`config.mk`:
```
export PLATFORM = sky130hd
export DESIGN_NAME = key_filter
export DESIGN_NICKNAME = d
export VERILOG_FILES = /design/src/rtl/key_filter.sv
export SDC_FILE = /design/constraint.sdc
export NUM_CORES = 1
export LEC_CHECK = 0
export ABC_AREA = 0
export CORE_MARGIN = 3
export CORE_UTILIZATION = 55
export CTS_CLUSTER_DIAMETER = 120
export DETAILED_ROUTE_END_ITERATION = 12
export GPL_TIMING_DRIVEN = 0
export PLACE_DENSITY = 0.74
export SYNTH_ARGS = -nofsm -noshare
export SYNTH_HDL_FRONTEND = slang
export SYNTH_SLANG_ARGS = --single-unit
export TNS_END_PERCENT = 50
```
`constraint.sdc`:
```
create_clock -name sys_clk -period 2 [get_ports sys_clk]
set_clock_uncertainty 0.1 [all_clocks]
set_input_delay 0.2 -clock sys_clk [delete_from_list [all_inputs] [get_ports sys_clk]]
set_output_delay 0.2 -clock sys_clk [all_outputs]
set_load 0.02 [all_outputs]
```
`src/rtl/key_filter.sv`:
```
// key_filter: synchronises and debounces an active-low push button.
// Emits press/release pulses, a debounced level and a press-toggled blink enable.
module key_filter #(
    parameter int CNT_MAX = 999_999,
    parameter int CNT_W   = 20
) (
    input  logic sys_clk,
    input  logic sys_rst_n,
    input  logic key_in,
    output logic key_flag,
    output logic key_release,
    output logic key_state,
    output logic blink_en
);

    localparam logic [1:0] IDLE         = 2'd0;
    localparam logic [1:0] PRESS_FILT   = 2'd1;
    localparam logic [1:0] DOWN         = 2'd2;
    localparam logic [1:0] RELEASE_FILT = 2'd3;

    localparam logic [CNT_W-1:0] CNT_LAST = CNT_W'(CNT_MAX);

    logic             key_s1;
    logic             key_sync;
    logic [1:0]       state;
    logic [CNT_W-1:0] cnt;

    // Two-flop synchroniser; idles high so a released key reads as released.
    always_ff @(posedge sys_clk or negedge sys_rst_n) begin
        if (!sys_rst_n) begin
            key_s1   <= 1'b1;
            key_sync <= 1'b1;
        end else begin
            key_s1   <= key_in;
            key_sync <= key_s1;
        end
    end

    // Debounce FSM with hold counter; pulses default low every cycle.
    always_ff @(posedge sys_clk or negedge sys_rst_n) begin
        if (!sys_rst_n) begin
            state       <= IDLE;
            cnt         <= '0;
            key_flag    <= 1'b0;
            key_release <= 1'b0;
            key_state   <= 1'b0;
            blink_en    <= 1'b1;
        end else begin
            key_flag    <= 1'b0;
            key_release <= 1'b0;
            unique case (state)
                IDLE: begin
                    if (!key_sync) begin
                        state <= PRESS_FILT;
                        cnt   <= '0;
                    end
                end
                PRESS_FILT: begin
                    if (key_sync) begin
                        state <= IDLE;
                        cnt   <= '0;
                    end else if (cnt == CNT_LAST) begin
                        state     <= DOWN;
                        cnt       <= '0;
                        key_flag  <= 1'b1;
                        key_state <= 1'b1;
                        blink_en  <= ~blink_en;
                    end else begin
                        cnt <= cnt + 1'b1;
                    end
                end
                DOWN: begin
                    if (key_sync) begin
                        state <= RELEASE_FILT;
                        cnt   <= '0;
                    end
                end
                RELEASE_FILT: begin
                    if (!key_sync) begin
                        state <= DOWN;
                        cnt   <= '0;
                    end else if (cnt == CNT_LAST) begin
                        state       <= IDLE;
                        cnt         <= '0;
                        key_release <= 1'b1;
                        key_state   <= 1'b0;
                    end else begin
                        cnt <= cnt + 1'b1;
                    end
                end
                default: begin
                    state <= IDLE;
                    cnt   <= '0;
                end
            endcase
        end
    end

endmodule
```
Word level (Yosys, flattened, before mapping)
Cells that the tools add are included.

Bits in registers: 28. Input bits: 3. Output and inout port bits: 4. Word-level logic and storage cells: 52.

Add/sub/neg operators: 1. Eq/ne operators: 12. Muxes and demuxes: 23. Bitwise gates (word level): 2. Reductions and logical operators: 6.

Operator list (count): 20-bit two-way mux (5); 20-bit one-hot mux with 4 select lines (1); 20-bit by 1-bit adder with 20-bit output (second input constant) (1); 20-bit == test (second input constant) (1); 2-bit two-way mux (6); 2-bit inequality test (second input constant) (6); 1-bit two-way mux (9); 2-bit one-hot mux with 4 select lines (1); 3-bit inequality test (second input constant) (2); 5-bit AND reduction (1); 2-bit == test (second input constant) (2); 4-bit AND reduction (1); 3-bit AND reduction (1); 2-bit by 1-bit == test with 1-bit output (second input constant) (1); 2-bit zero test (1); 1-bit NOT (2); 1-bit one-hot mux with 2 select lines (1); 2-bit AND reduction (1); 2-bit nonzero test (1).

Logic depth before layout (Yosys ltp)
Depth in word-level cells: 4. Mapped depth: 6. Depth with buffers taken out: 5.

Worst setup path before layout
OpenSTA, ideal clock, no wires.

Path type: reg-to-reg. Start: reg key_sync. End: reg cnt[17]. Data arrival time: 1.587 ns. Required time: 1.818 ns. Slack: 0.231 ns. Stages on the path, launching flop included: 7. Path buffers: 2. Period minus slack after synthesis: 1.769 ns. Path through: dfstp_2 xnor2_1 buf_4 o2111ai_2 buf_6 or3_1 a22oi_2.

Longest elaborated chain between the ends: 2. Elaborated cells on any way between the ends: 6.

Ends and longest elaborated chain: start, declared (line 24) `logic key_sync;`; start signal, assigned (line 35) `key_sync <= key_s1;`; 20-bit two-way mux (tied with other cells) (line 79) `if (!key_sync) begin`; 20-bit one-hot mux with 4 select lines or 2-bit AND reduction (tied branches); end signal, assigned (line 69) `cnt <= cnt + 1'b1;`; end signal, assigned (line 88) `cnt <= cnt + 1'b1;`; end, declared (line 26) `logic [CNT_W-1:0] cnt;`.

Parallel ways exist; a longest one is shown, timed or not. A chain may end at the register's enable or synchronous reset.

Worst setup path in the final report
Same ends and word-level chain as after synthesis.

==> key figures <==
Run status
  • Status: finished, final reports clean

Routing
  • Avg WL per Cell: 16.59 um
  • DRT antenna net count: 0
  • Routed vias: 1202
  • Vias per cell: about 6.2
  • DRT Wirelength: about 3.2 mm
  • DRC marker count from the first detailed-route iteration: 34
  • # DRC: 0
  • Drt pass-1 iters: 4

Synth
  • #FFs+latches synth: 28
  • Synth Area in Compound Gates: 18.80%
  • Most frequent cell after synthesis: dfrtp_1
  • Largest family of logic cells by synthesized area: simple AND/OR/NAND/NOR gates
  • Syn Std Cell Area: between 1500 and 2000 um2
  • Post-synth top cells: dfrtp_1, o21ai_0, nand2_1, a22oi_1, or3_1
  • Ys Warns: 0
  • Syn Inst Count: 142
  • Dominant synthesized flop cell: dfrtp_1
  • Syn nets: around 150
  • Post-synthesis sequential area ratio: between 40% and 50%
  • Share of the synthesized area in the top cell type: 41.22%
  • Synth Area in XOR/XNOR: between 4 and 5%
  • Area leader, netlist: dfrtp_1
  • Post-synth EDFFs: 0
  • Library cells used by synthesis: 42
  • Avg Inst Size Synth: around 11 um2
  • Proportion of synthesized area in mux cells: 0.6595%
  • Fraction of registers with async set/reset: between 90% and 100%
  • Synth Area in Simple Gates: a little under a quarter
  • Area contributors post-synth: dfrtp_1, dfstp_2, o21ai_0, a22oi_1, nor4b_4
  • Adder-Cell Fraction of Synth Area: less than 1%

Setup path
  • Critical Path Source Type: flip-flop
  • Slowest cell on crit path: dfstp_2
  • CP peak stage delay: 0.59 ns
  • Critical Path Fanout Max: 10
  • Worst Setup End Kind: flip-flop
  • Worst path bufs/invs: 2
  • Arrival @ worst endpoint: ~2.1 ns
  • Worst setup path startpoint: key_sync
  • Crit-path cells: xnor2_1 > buf_4 > o2111ai_2 > buf_6 > or3_1 > a22oi_2
  • Critical Path RT: about 2.2 ns
  • CP delay by family, top: flip-flops
  • Critical path class: reg2reg
  • Worst reg2reg startpoint: key_sync

Pwr
  • Lkg Pwr: roughly 0.73 nW
  • Total power: 1.035 mW
  • Cell Pwr Density: approximately 580 nW/um2
  • Maximum VDD drop: roughly 0.5 mV

STA
  • Final Hold Violating Endpoints: 0
  • Final Critical Period: about 1.9 ns
  • Relative slew slack: between 15 and 20%
  • Final worst-path setup slack: 0.08155 ns
  • Final setup fails: 0
  • Final Cycle Share: a little over nine tenths
  • Hold WS: 0.1431 ns
  • Max Slew Vio Count: 0
  • Worst Tran Pin Value: ~1.2 ns
  • Fmax: 521.3 MHz

CTS
  • TritonCTS Buffers: 3
  • CTS tree: yes
  • CTS root buf: clkbuf_4
  • Depth of the CTS H-tree: 1
  • Clock transition at path regs: roughly 0.15 ns
  • Skew-Pair Late Insertion Delay: 0.34 ns
  • CTS max path bufs: 2
  • Clock sinks: 28

Worst hold path
  • Min-delay src: key_in
  • Hold Crit Class: in2reg

Placed design
  • HPWL after detailed placement: 2.117 mm
  • Dpl ws: -0.1139 ns
  • Post-DP Area: 1615 um2
  • Port Buffer Count: 6
  • RD Place Congestion: 0.7705

Floorplanning
  • Num rows: 18
  • Die area: roughly 3400 um2
  • Starting density of the core: 59.64%
  • Die Ht: roughly 60 um
  • Core Box Area: 2545 um2
  • I/O Pins: 7
  • Chip Width: between 50 and 60 um

Global routing
  • Antenna violations before repair: 0
  • First-pass GRT wire length: 5.347 mm
  • Number of global-route vias before repair: between 1000 and 1500
  • Largest net degree at the start of global routing: 29
  • Tot GR Track Use: around a fifth
  • GRT overflow: 0

Cells and area
  • Share of cells above drive strength 1: roughly a quarter
  • # diodes: 0
  • Final nets: about 170
  • Post-layout util: 69.67%
  • Area Growth Syn to Fin: 16.82%
  • Final Instance Area: 1773 um2

Flow run
  • Max Cap Violations: 0
registers in the layout (all words and copies together), names as in the netlist, named ones only:
signal / flops
key_sync: 1
key_flag: 1
key_s1: 1
cnt: 20
key_state: 1
state: 1
key_release: 1
blink_en: 1
logic make-up (layout without fill, tap and decap cells):
kind of cell,count (synthesis),count (layout)
compound gates,39,39
fa+ha+maj,1,1
buf+inv,13,34
mux,1,1
flops,28,28
xor+xnor,7,7
simple gates,53,53
routing by layer:
| metal | share of wire [%] | up-vias | global-route usage [%] |
|---|---|---|---|
| met1 | 47 | 603 | 28.13 |
| met5 | 0 | - | 0 |
| met2 | 49 | 14 | 32.22 |
| met3 | 2.0 | 7 | 3.509 |
| met4 | 1.8 | 0 | 8.278 |
| li1 | - | 578 | - |
what timing repair did:
item | 4_1_cts | 5_1_grt
resized for setup | 1 | 3
endpoints found under the setup margin | 3 | 10
buffers inserted | 2 | 9
hold buffers | 0 | 0
pin swaps | 1 | 2
final timing paths:
check / slack, ns / cells after the start / to
worst max-delay path: 0.08 / 6 / cnt[17]
worst min-delay path: 0.14 / 1 / key_s1
worst max register to register: 0.08 / 6 / cnt[17]
worst min register to register: 0.27 / 0 / key_sync
max in group asynchronous: 0.70 / 1 / cnt[9]
min in group asynchronous: 0.39 / 1 / cnt[6]
cell usage in the layout (no fill, tap or decap), types with 4 or more instances in the layout:
master	instances
o21ai_0	12
or3_1	7
nand3_1	6
a21oi_1	4
dfrtp_1	25
clkdlybuf4s50_1	6
a22oi_1	6
xor2_1	5
and3_1	5
inv_1	5
nand2_1	11
buf_4	13
final cells by class:
| cell class | instances | area, um2 |
|---|---|---|
| Inverter | 5 | 18.77 |
| Fill cell | 196 | 772.0 |
| Timing Repair Buffer | 17 | 142.6 |
| Multi-Input combinational cell | 101 | 753.2 |
| Tap cell | 30 | 37.54 |
| Clock inverter | 1 | 30.03 |
| Buffer | 8 | 63.81 |
| Clock buffer | 3 | 22.52 |
| Sequential cell | 28 | 704.4 |
power breakdown:
part,internal [mW],switching [mW]
clock network,0.203,0.175
logic,0.0317,0.0447
registers,0.575,0.00622
total,0.809,0.226
worst reg2reg max path: cells and delay by family, from the launching register on:
kind / cells / cell delay [ns]
flip-flops: 1 / 0.59
buffers and inverters: 2 / 0.36
AO/OA/AOI/OAI: 2 / 0.29
AND/OR/NAND/NOR: 1 / 0.37
XOR/XNOR: 1 / 0.15
per-stage QoR:
step	setup TNS (ns)	std cells
after floorplan	0	142
after global placement	-0.04834	178
after detailed placement	-0.1443	178
after CTS	0	184
after global routing	-0.0005580	193
final	0	193
Note: power is estimated with default switching activity, not from simulation.
